### config.mk
export PLATFORM = sky130hd
export DESIGN_NAME = grid_port_scheduler_flat
export DESIGN_NICKNAME = d
export VERILOG_FILES = /design/src/rtl/grid_port_scheduler_pkg.sv /design/src/rtl/grid_port_scheduler_if.sv /design/src/rtl/grid_port_scheduler_rd_tag_pipe.sv /design/src/rtl/grid_port_scheduler.sv /design/src/flat_wrapper.sv
export SDC_FILE = /design/constraint.sdc
export NUM_CORES = 1
export LEC_CHECK = 0
export CAP_MARGIN = 20
export CORE_UTILIZATION = 39
export DETAILED_ROUTE_END_ITERATION = 6
export HOLD_SLACK_MARGIN = 0.12
export PLACE_DENSITY = 0.81
export SLEW_MARGIN = 20
export SYNTH_ARGS = -nofsm -noshare
export SYNTH_HDL_FRONTEND = slang
export SYNTH_HIERARCHICAL = 1
export SYNTH_SLANG_ARGS = --single-unit
### constraint.sdc
create_clock -name pixel_clk_in -period 2.25 [get_ports pixel_clk_in]
set_input_delay 0.5625 -clock pixel_clk_in [delete_from_list [all_inputs] [get_ports pixel_clk_in]]
set_output_delay 0.5625 -clock pixel_clk_in [all_outputs]
set_load 0.03 [all_outputs]
### src/rtl/grid_port_scheduler_pkg.sv
// grid_pkg: shared geometry, cell payload type, port-owner and step-state
// enums, and the barrier write pattern for the fluid-grid BRAM port.
package grid_pkg;

  localparam int unsigned GRID_W     = 205;
  localparam int unsigned GRID_H     = 154;
  localparam int unsigned BRAM_DEPTH = GRID_W * GRID_H;
  localparam int unsigned PIX_SHIFT  = 2;
  localparam int unsigned AW         = $clog2(BRAM_DEPTH);
  localparam int unsigned HC_W       = 11;
  localparam int unsigned VC_W       = 10;
  localparam int unsigned FCNT_W     = 4;

  // Nine D2Q9 densities, one byte each.
  typedef logic [8:0][7:0] cell_t;

  typedef enum logic [1:0] {
    OWN_NONE,
    OWN_DISP,
    OWN_SIM,
    OWN_PAINT
  } owner_t;

  typedef enum logic {
    ST_IDLE,
    ST_RUN
  } step_state_t;

  // Every byte saturated; the engine keys barriers off byte[5] == 8'hFF.
  localparam cell_t BARRIER_CELL = {9{8'hFF}};

  // True when the address falls inside the physical grid.
  function automatic logic addr_in_grid(input logic [AW-1:0] addr);
    return 32'(addr) < BRAM_DEPTH;
  endfunction

endpackage

### src/rtl/grid_port_scheduler_if.sv
// grid_port_scheduler_if: sim / paint request-grant handshakes and the
// registered BRAM port bundle.
//   slave  : scheduler side (takes requests, drives grants/valids/port)
//   master : requester / memory side
interface grid_port_scheduler_if;
  import grid_pkg::*;

  logic          sim_req_in;
  logic          sim_we_in;
  logic [AW-1:0] sim_addr_in;
  cell_t         sim_data_in;
  logic          sim_gnt_out;
  logic          sim_rvalid_out;

  logic          paint_req_in;
  logic [AW-1:0] paint_addr_in;
  logic          paint_gnt_out;

  logic [AW-1:0] bram_addr_out;
  logic          bram_we_out;
  cell_t         bram_din_out;

  modport slave (
    input  sim_req_in, sim_we_in, sim_addr_in, sim_data_in,
    input  paint_req_in, paint_addr_in,
    output sim_gnt_out, sim_rvalid_out, paint_gnt_out,
    output bram_addr_out, bram_we_out, bram_din_out
  );

  modport master (
    output sim_req_in, sim_we_in, sim_addr_in, sim_data_in,
    output paint_req_in, paint_addr_in,
    input  sim_gnt_out, sim_rvalid_out, paint_gnt_out,
    input  bram_addr_out, bram_we_out, bram_din_out
  );

endinterface

### src/rtl/grid_port_scheduler_rd_tag_pipe.sv
// rd_tag_pipe: DEPTH-stage shift register of port-owner tags, so read data
// returning from the BRAM can be attributed to the requester that issued it.
//   pixel_clk_in : clock
//   rst_in       : async active-low reset, clears every stage to OWN_NONE
//   tag_in       : owner of the access issued this cycle
//   tag_out      : owner of the access issued DEPTH cycles ago
module rd_tag_pipe
  import grid_pkg::*;
#(
  parameter int unsigned DEPTH = 2
) (
  input  logic   pixel_clk_in,
  input  logic   rst_in,
  input  owner_t tag_in,
  output owner_t tag_out
);

  owner_t pipe_q [DEPTH];

  always_ff @(posedge pixel_clk_in or negedge rst_in) begin
    if (!rst_in) begin
      for (int i = 0; i < int'(DEPTH); i++) pipe_q[i] <= OWN_NONE;
    end else begin
      pipe_q[0] <= tag_in;
      for (int i = 1; i < int'(DEPTH); i++) pipe_q[i] <= pipe_q[i-1];
    end
  end

  assign tag_out = pipe_q[DEPTH-1];

endmodule

### src/rtl/grid_port_scheduler.sv
// grid_port_scheduler: owns the single fluid-grid BRAM port. The display
// takes every cycle of the active grid window; blanking cycles go to the
// sim engine or the barrier painter, round-robin when both ask. Also paces
// lattice steps: one step start per FRAMES_PER_STEP frame starts, never
// while a step is still running.
//   pixel_clk_in / rst_in      : clock, async active-low reset
//   hcount_in / vcount_in      : video raster position
//   disp_addr_in               : display read address
//   step_start_out / _done_in  : step handshake with the sim engine
//   disp_rvalid_out            : bram_dout carries display read data
//   bus (slave)                : sim/paint handshakes, registered BRAM port
// Grants are combinational; the port itself is registered one cycle later
// and read valids follow RD_LAT cycles after that.
module grid_port_scheduler
  import grid_pkg::*;
#(
  parameter int unsigned RD_LAT          = 2,
  parameter int unsigned FRAMES_PER_STEP = 1
) (
  input  logic                   pixel_clk_in,
  input  logic                   rst_in,
  input  logic [HC_W-1:0]        hcount_in,
  input  logic [VC_W-1:0]        vcount_in,
  input  logic [AW-1:0]          disp_addr_in,
  input  logic                   step_done_in,
  output logic                   step_start_out,
  output logic                   disp_rvalid_out,
  grid_port_scheduler_if.slave   bus
);

  localparam logic [FCNT_W-1:0] FPS_CNT = FCNT_W'(FRAMES_PER_STEP);

  // Raster classification.
  logic in_window_c;
  logic frame_start_c;

  assign in_window_c   = (32'(hcount_in >> PIX_SHIFT) < GRID_W) &&
                         (32'(vcount_in >> PIX_SHIFT) < GRID_H);
  assign frame_start_c = (hcount_in == '0) && (vcount_in == '0);

  // Step sequencer state.
  step_state_t         state_q, state_d;
  logic [FCNT_W-1:0]   fcnt_q, fcnt_d;
  logic                start_d;

  // Arbitration.
  logic rr_sim_q;
  logic paint_ok_c;
  logic contest_c;
  logic sim_gnt_c;
  logic paint_gnt_c;

  // Painting is held off for the whole step so a step never sees a
  // half-painted barrier.
  assign paint_ok_c  = bus.paint_req_in && (state_q == ST_IDLE);
  assign contest_c   = !in_window_c && bus.sim_req_in && paint_ok_c;
  // Gated with reset so grants drop as soon as reset asserts.
  assign sim_gnt_c   = rst_in && !in_window_c && bus.sim_req_in &&
                       (!paint_ok_c || rr_sim_q);
  assign paint_gnt_c = rst_in && !in_window_c && paint_ok_c &&
                       (!bus.sim_req_in || !rr_sim_q);

  assign bus.sim_gnt_out   = sim_gnt_c;
  assign bus.paint_gnt_out = paint_gnt_c;

  // Port issue mux and read-owner tag for the access being issued.
  logic [AW-1:0] bram_addr_q, addr_d;
  logic          bram_we_q, we_d;
  cell_t         bram_din_q, din_d;
  owner_t        tag_d;

  always_comb begin
    addr_d = bram_addr_q;
    we_d   = 1'b0;
    din_d  = bram_din_q;
    tag_d  = OWN_NONE;
    if (in_window_c) begin
      addr_d = disp_addr_in;
      tag_d  = OWN_DISP;
    end else if (sim_gnt_c) begin
      addr_d = bus.sim_addr_in;
      we_d   = bus.sim_we_in && addr_in_grid(bus.sim_addr_in);
      din_d  = bus.sim_data_in;
      tag_d  = bus.sim_we_in ? OWN_NONE : OWN_SIM;
    end else if (paint_gnt_c) begin
      addr_d = bus.paint_addr_in;
      we_d   = addr_in_grid(bus.paint_addr_in);
      din_d  = BARRIER_CELL;
    end
  end

  // Step sequencer next-state logic.
  always_comb begin
    state_d = state_q;
    fcnt_d  = fcnt_q;
    start_d = 1'b0;
    unique case (state_q)
      ST_IDLE: begin
        if (frame_start_c) begin
          // Counter may already sit at the target if frames arrived
          // during the previous step.
          if ((5'(fcnt_q) + 5'd1) >= 5'(FPS_CNT)) begin
            start_d = 1'b1;
            fcnt_d  = '0;
            state_d = ST_RUN;
          end else begin
            fcnt_d = fcnt_q + FCNT_W'(1);
          end
        end
      end
      ST_RUN: begin
        if (frame_start_c && (fcnt_q < FPS_CNT)) fcnt_d = fcnt_q + FCNT_W'(1);
        if (step_done_in) state_d = ST_IDLE;
      end
      default: state_d = ST_IDLE;
    endcase
  end

  // Registered state: sequencer, round-robin pointer, BRAM port.
  always_ff @(posedge pixel_clk_in or negedge rst_in) begin
    if (!rst_in) begin
      state_q        <= ST_IDLE;
      fcnt_q         <= '0;
      step_start_out <= 1'b0;
      rr_sim_q       <= 1'b1;
      bram_addr_q    <= '0;
      bram_we_q      <= 1'b0;
      bram_din_q     <= '0;
    end else begin
      state_q        <= state_d;
      fcnt_q         <= fcnt_d;
      step_start_out <= start_d;
      if (contest_c) rr_sim_q <= !sim_gnt_c;
      bram_addr_q    <= addr_d;
      bram_we_q      <= we_d;
      bram_din_q     <= din_d;
    end
  end

  assign bus.bram_addr_out = bram_addr_q;
  assign bus.bram_we_out   = bram_we_q;
  assign bus.bram_din_out  = bram_din_q;

  // Read-owner tags travel RD_LAT cycles, then one more register stage
  // lines valid up with data leaving the BRAM.
  owner_t tag_tail;
  logic   sim_rvalid_q;

  rd_tag_pipe #(
    .DEPTH (RD_LAT)
  ) u_rd_tag_pipe (
    .pixel_clk_in (pixel_clk_in),
    .rst_in       (rst_in),
    .tag_in       (tag_d),
    .tag_out      (tag_tail)
  );

  always_ff @(posedge pixel_clk_in or negedge rst_in) begin
    if (!rst_in) begin
      disp_rvalid_out <= 1'b0;
      sim_rvalid_q    <= 1'b0;
    end else begin
      disp_rvalid_out <= (tag_tail == OWN_DISP);
      sim_rvalid_q    <= (tag_tail == OWN_SIM);
    end
  end

  assign bus.sim_rvalid_out = sim_rvalid_q;

endmodule

### src/flat_wrapper.sv
// flat-port wrapper written by rule: the top's interface ports become plain ports
module grid_port_scheduler_flat import grid_pkg::*;
#(
  parameter int unsigned RD_LAT          = 2,
  parameter int unsigned FRAMES_PER_STEP = 1
)
  (pixel_clk_in, rst_in, hcount_in, vcount_in, disp_addr_in, step_done_in, step_start_out, disp_rvalid_out, bus_sim_req_in, bus_sim_we_in, bus_sim_addr_in, bus_sim_data_in, bus_paint_req_in, bus_paint_addr_in, bus_sim_gnt_out, bus_sim_rvalid_out, bus_paint_gnt_out, bus_bram_addr_out, bus_bram_we_out, bus_bram_din_out);
  grid_port_scheduler_if bus_i ();
  input  logic pixel_clk_in;
  input  logic rst_in;
  input  logic [HC_W-1:0] hcount_in;
  input  logic [VC_W-1:0] vcount_in;
  input  logic [AW-1:0] disp_addr_in;
  input  logic step_done_in;
  output logic step_start_out;
  output logic disp_rvalid_out;
  input wire logic [$bits(bus_i.sim_req_in)-1:0] bus_sim_req_in;
  input wire logic [$bits(bus_i.sim_we_in)-1:0] bus_sim_we_in;
  input wire logic [$bits(bus_i.sim_addr_in)-1:0] bus_sim_addr_in;
  input wire logic [$bits(bus_i.sim_data_in)-1:0] bus_sim_data_in;
  input wire logic [$bits(bus_i.paint_req_in)-1:0] bus_paint_req_in;
  input wire logic [$bits(bus_i.paint_addr_in)-1:0] bus_paint_addr_in;
  output wire logic [$bits(bus_i.sim_gnt_out)-1:0] bus_sim_gnt_out;
  output wire logic [$bits(bus_i.sim_rvalid_out)-1:0] bus_sim_rvalid_out;
  output wire logic [$bits(bus_i.paint_gnt_out)-1:0] bus_paint_gnt_out;
  output wire logic [$bits(bus_i.bram_addr_out)-1:0] bus_bram_addr_out;
  output wire logic [$bits(bus_i.bram_we_out)-1:0] bus_bram_we_out;
  output wire logic [$bits(bus_i.bram_din_out)-1:0] bus_bram_din_out;
  assign bus_i.sim_req_in = bus_sim_req_in;
  assign bus_i.sim_we_in = bus_sim_we_in;
  assign bus_i.sim_addr_in = bus_sim_addr_in;
  assign bus_i.sim_data_in = bus_sim_data_in;
  assign bus_i.paint_req_in = bus_paint_req_in;
  assign bus_i.paint_addr_in = bus_paint_addr_in;
  assign bus_sim_gnt_out = bus_i.sim_gnt_out;
  assign bus_sim_rvalid_out = bus_i.sim_rvalid_out;
  assign bus_paint_gnt_out = bus_i.paint_gnt_out;
  assign bus_bram_addr_out = bus_i.bram_addr_out;
  assign bus_bram_we_out = bus_i.bram_we_out;
  assign bus_bram_din_out = bus_i.bram_din_out;
  grid_port_scheduler #(.RD_LAT(RD_LAT), .FRAMES_PER_STEP(FRAMES_PER_STEP)) u_core (.pixel_clk_in(pixel_clk_in), .rst_in(rst_in), .hcount_in(hcount_in), .vcount_in(vcount_in), .disp_addr_in(disp_addr_in), .step_done_in(step_done_in), .step_start_out(step_start_out), .disp_rvalid_out(disp_rvalid_out), .bus(bus_i));
endmodule
==> summary by stage <==
Worst setup path
The endpoint required time on the critical path is 1.69 ns. The maximum net fanout on the critical path is 2. For the worst setup path, the data arrival time is about 1.6 ns. The worst setup path is captured at an output pin. The register-to-register setup slack is about 0.44 ns. On the critical path, the stage with the largest delay is an instance of or3_4. The largest single stage delay on the critical path is around 0.41 ns. The signal on the critical path passes through dlygate4sd2_1 -> o211ai_2 -> a21oi_2 -> or3_4 -> clkinv_4 -> nor2_1 -> buf_4. The category of the critical setup timing path is input pin to output pin. The kind of start point of the critical path is an input pin.

Synth
In the synthesized netlist, the cells that appear most often are 100 x dfrtp_1, 72 x o22a_1, 20 x nand2_1, 17 x nor2_1, 11 x mux2i_1. After synthesis, the share of flip-flops with an asynchronous set or reset is between 90% and 100%. The synthesized area per cell is between 10 and 15 um^2.

The netlist uses 49 different library cells. Ranked by total cell area, the synthesized netlist is headed by dfrtp_1 58%, o22a_1 15%, mux2i_1 2.6%. The area of the mapped netlist is 0.00428 mm^2.

Synthesis handed over a netlist of 338 instances. The area fraction of the dominant cell type after synthesis is between 50% and 60%. The total number of yosys warnings is 6.

The number of synthesized flops with an enable pin is 0. Among all flip-flop cells after synthesis, the most frequent one is dfrtp_1. The synthesized design spends more area on one cell type than any other, namely dfrtp_1.

The number of flip-flops and latches in the synthesized netlist is 101. Sequential cells were found to cover about three fifths of the synthesized design area. The number of nets handed over by synthesis was just under 500. Among all cell types in the netlist, the one instantiated most often is dfrtp_1.

Global route
Entering global routing, the biggest net connects 56 pins. Global routing finished with a remaining overflow of 0. The first global-routing pass estimated approximately 20,000 um of wire. The global-route total usage across every layer is a little under a quarter. The initial antenna violation count is 0. The via count of the first global-routing pass is roughly 4,000.

Floorplanning
Once the floorplan was initialized, standard cells occupied 40.9% of the core. The region available for standard cell placement spans 0.0105 mm^2. The horizontal die dimension is between 100 and 150 um. The full die area is 0.0114 mm^2. Measured along the y axis, the die boundary spans roughly 110 um.

The count of standard-cell rows is 37. For this design the top-level I/O count stands at 237.

STA
The upper clock frequency limit is 455 MHz. The clock period minus worst slack is about 2.2 ns. The slew of the pin with the lowest slew margin is between 0.6 and 0.7 ns.

The ratio of final minimum period to clock period is 97.8%. Hold is met by approximately 0.36 ns. The count of pins over their slew limit was 0.

Setup violations remaining at the end of the flow were counted as 0. The final-report hold violation count is 0. On the final layout, the worst clock skew is 0.00810 ns.

The relative max-transition margin is about 56%. Setup repair after global routing left no endpoint under its margin. Setup slack on the critical path of the routed design comes to 0.0503 ns.

Flow run
The tool flagged a number of max-cap violations equal to 0.

Clocking
The clock input transition at the sequential cells of the worst setup and hold paths is ~0.09 ns. The clock passes through at most 2 buffers. The root buffer cell is clkbuf_8.

The count of clock tree sinks is 101. The TritonCTS buffer count is 9. The H-tree was split into 3 levels.

TritonCTS built the clock tree. The latest clock arrival within the worst-skew pair is 0.35 ns.

Drt
The violation count after the first detailed-route iteration is 139. After detailed routing, the number of remaining DRC violations is 0. The routed wire length is ~13,000 um. The detail-routed via count per cell is around 5.2. The number of nets with antenna violations after detailed routing is 0. The wire length per cell after detailed routing is between 15 and 20 um. For this block, the via count after detailed routing is 3,810. The iteration count of the initial detailed-routing pass is 4.

Power
The leakage power summed over all cells is roughly 2.8 nW. The worst voltage drop across the vdd grid is between 0.4 and 0.5 mV. In this run the power density over the cells is around 740 mW/mm^2.

Final layout
The fraction of layout cells with a size suffix above 1 is 12.5%. The number of antenna diodes in the final layout is 0. Relative to the synthesized area, the layout overhead comes to 66.4%. The final net count is about 740.

Outcome
The run finished with clean final reports.

Placed design
Detailed placement ended at an HPWL of roughly 10000 um. Timing analysis after detailed placement gives a worst setup slack of -0.295 ns. The placer congestion estimate is ~0.84. During placement, the flow inserted port buffers numbering 236.

Hold path
The path type of the worst min-delay path is flip-flop to flip-flop.
metrics by stage:
stage	cells	utilization [%]	setup TNS, ns	power (mW)	area [um^2]
2_1_floorplan	338	-	0	3.16	4280
3_3_place_gp	710	66.0	-17.12	4.09	6900
3_5_place_dp	710	66.0	-21.39	4.14	6900
4_1_cts	729	68.1	0	5.31	7120
5_1_grt	729	68.1	0	5.50	7120
6_report	729	68.1	0	5.25	7120
cell families after synthesis:
group	count (synthesis)	share of synthesized area, %
AO/OA/AOI/OAI	114	21.6
adder cells (fa/ha/maj)	3	0.877
buffers and inverters	31	4.97
flip-flops	101	59.1
multiplexers	22	5.55
AND/OR/NAND/NOR	67	7.89
cells in the final DEF, fill, tap and decap left out, types with 2 or more instances in the layout:
| cell | netlist | final |
|---|---|---|
| o21ai_0 | 8 | 8 |
| o21bai_1 | 3 | 3 |
| nor2_1 | 17 | 15 |
| nor2_4 | 1 | 2 |
| clkbuf_8 | 0 | 10 |
| o22ai_1 | 2 | 2 |
| o21ai_1 | 6 | 6 |
| nand4_1 | 3 | 3 |
| nor2b_1 | 3 | 2 |
| mux2i_1 | 11 | 11 |
| mux2_1 | 4 | 4 |
| inv_1 | 3 | 3 |
| buf_12 | 0 | 6 |
| nand2_1 | 20 | 20 |
| buf_6 | 9 | 2 |
| dlygate4sd2_1 | 0 | 6 |
| nand2b_1 | 2 | 2 |
| clkdlybuf4s15_1 | 0 | 4 |
| nand3_1 | 7 | 7 |
| a221oi_1 | 4 | 4 |
| inv_6 | 1 | 2 |
| a22o_1 | 2 | 2 |
| clkdlybuf4s50_1 | 0 | 216 |
| dfrtp_1 | 100 | 100 |
| o22a_1 | 72 | 72 |
| buf_4 | 3 | 23 |
| clkbuf_2 | 1 | 5 |
| a31oi_1 | 2 | 2 |
| nor4_1 | 5 | 5 |
| o211ai_1 | 6 | 6 |
| ha_1 | 3 | 3 |
| clkinv_2 | 0 | 2 |
| mux2_2 | 6 | 6 |
report_power, final:
part	switching (mW)	internal, mW	total, mW
Clock	0.612	0.551	1.16
Combinational	0.952	0.909	1.86
Sequential	0.154	2.07	2.23
Total	1.72	3.53	5.25
layout make-up:
cell class              instances  area, um^2
clock inverters                 5        57.6
well taps                     136         170
fillers                       816        3340
flip-flops and latches        101        2530
inverters                       5        23.8
repair buffers                265        2620
multi-input cells             206        1580
clock buffers                  11         141
per-layer routing:
metal / routed length, um / part of all wire [%] / track usage [%]
met1: 4930 / 39 / 26.2
met5: 0 / 0 / 0
met4: 312 / 2.4 / 8.71
met3: 982 / 7.7 / 5.17
met2: 6570 / 51 / 40.7
state kept, by name, summed over array words and instances (netlist names):
| name | cells |
|---|---|
| u_core/state_q | 1 |
| u_core/bus.sim_rvalid_out | 1 |
| u_core/bus.bram_din_out | 72 |
| u_core/bus.bram_we_out | 1 |
| u_core/u_rd_tag_pipe/pipe_q | 2 |
| u_core/rr_sim_q | 1 |
| u_core/bus.bram_addr_out | 15 |
| u_core/disp_rvalid_out | 1 |
| u_core/u_rd_tag_pipe/tag_out | 2 |
| u_core/step_start_out | 1 |
| u_core/fcnt_q | 4 |
path summary, 6_finish.rpt:
check	from	cells past startpoint	endpoint
min reg2reg	u_core/u_rd_tag_pipe/pipe_q[2]	0	u_core/u_rd_tag_pipe/tag_out[0]
max in group asynchronous	rst_in	2	u_core/bus.bram_din_out[53]
min in group asynchronous	rst_in	2	u_core/bus.bram_din_out[66]
max reg2reg	u_core/rr_sim_q	5	u_core/bus.bram_addr_out[11]
min	u_core/u_rd_tag_pipe/pipe_q[2]	0	u_core/u_rd_tag_pipe/tag_out[0]
max	hcount_in[4]	7	bus_paint_gnt_out
critical path, delay by kind of cell:
family / cells / cell delay [ns]
buffers and inverters: 3 / 0.47
AND/OR/NAND/NOR: 2 / 0.45
AO/OA/AOI/OAI: 2 / 0.16
what timing repair did:
action | 4_1_cts | 5_1_grt
endpoints found under the setup margin | 2 | 2
buffers inserted | 2 | 0
cloned | 0 | 0
pin swaps | 8 | 8
hold buffers | 1 | 0
endpoints found under the hold margin | 3 | 0
resized for setup | 28 | 16
Note: power is estimated with default switching activity, not from simulation.
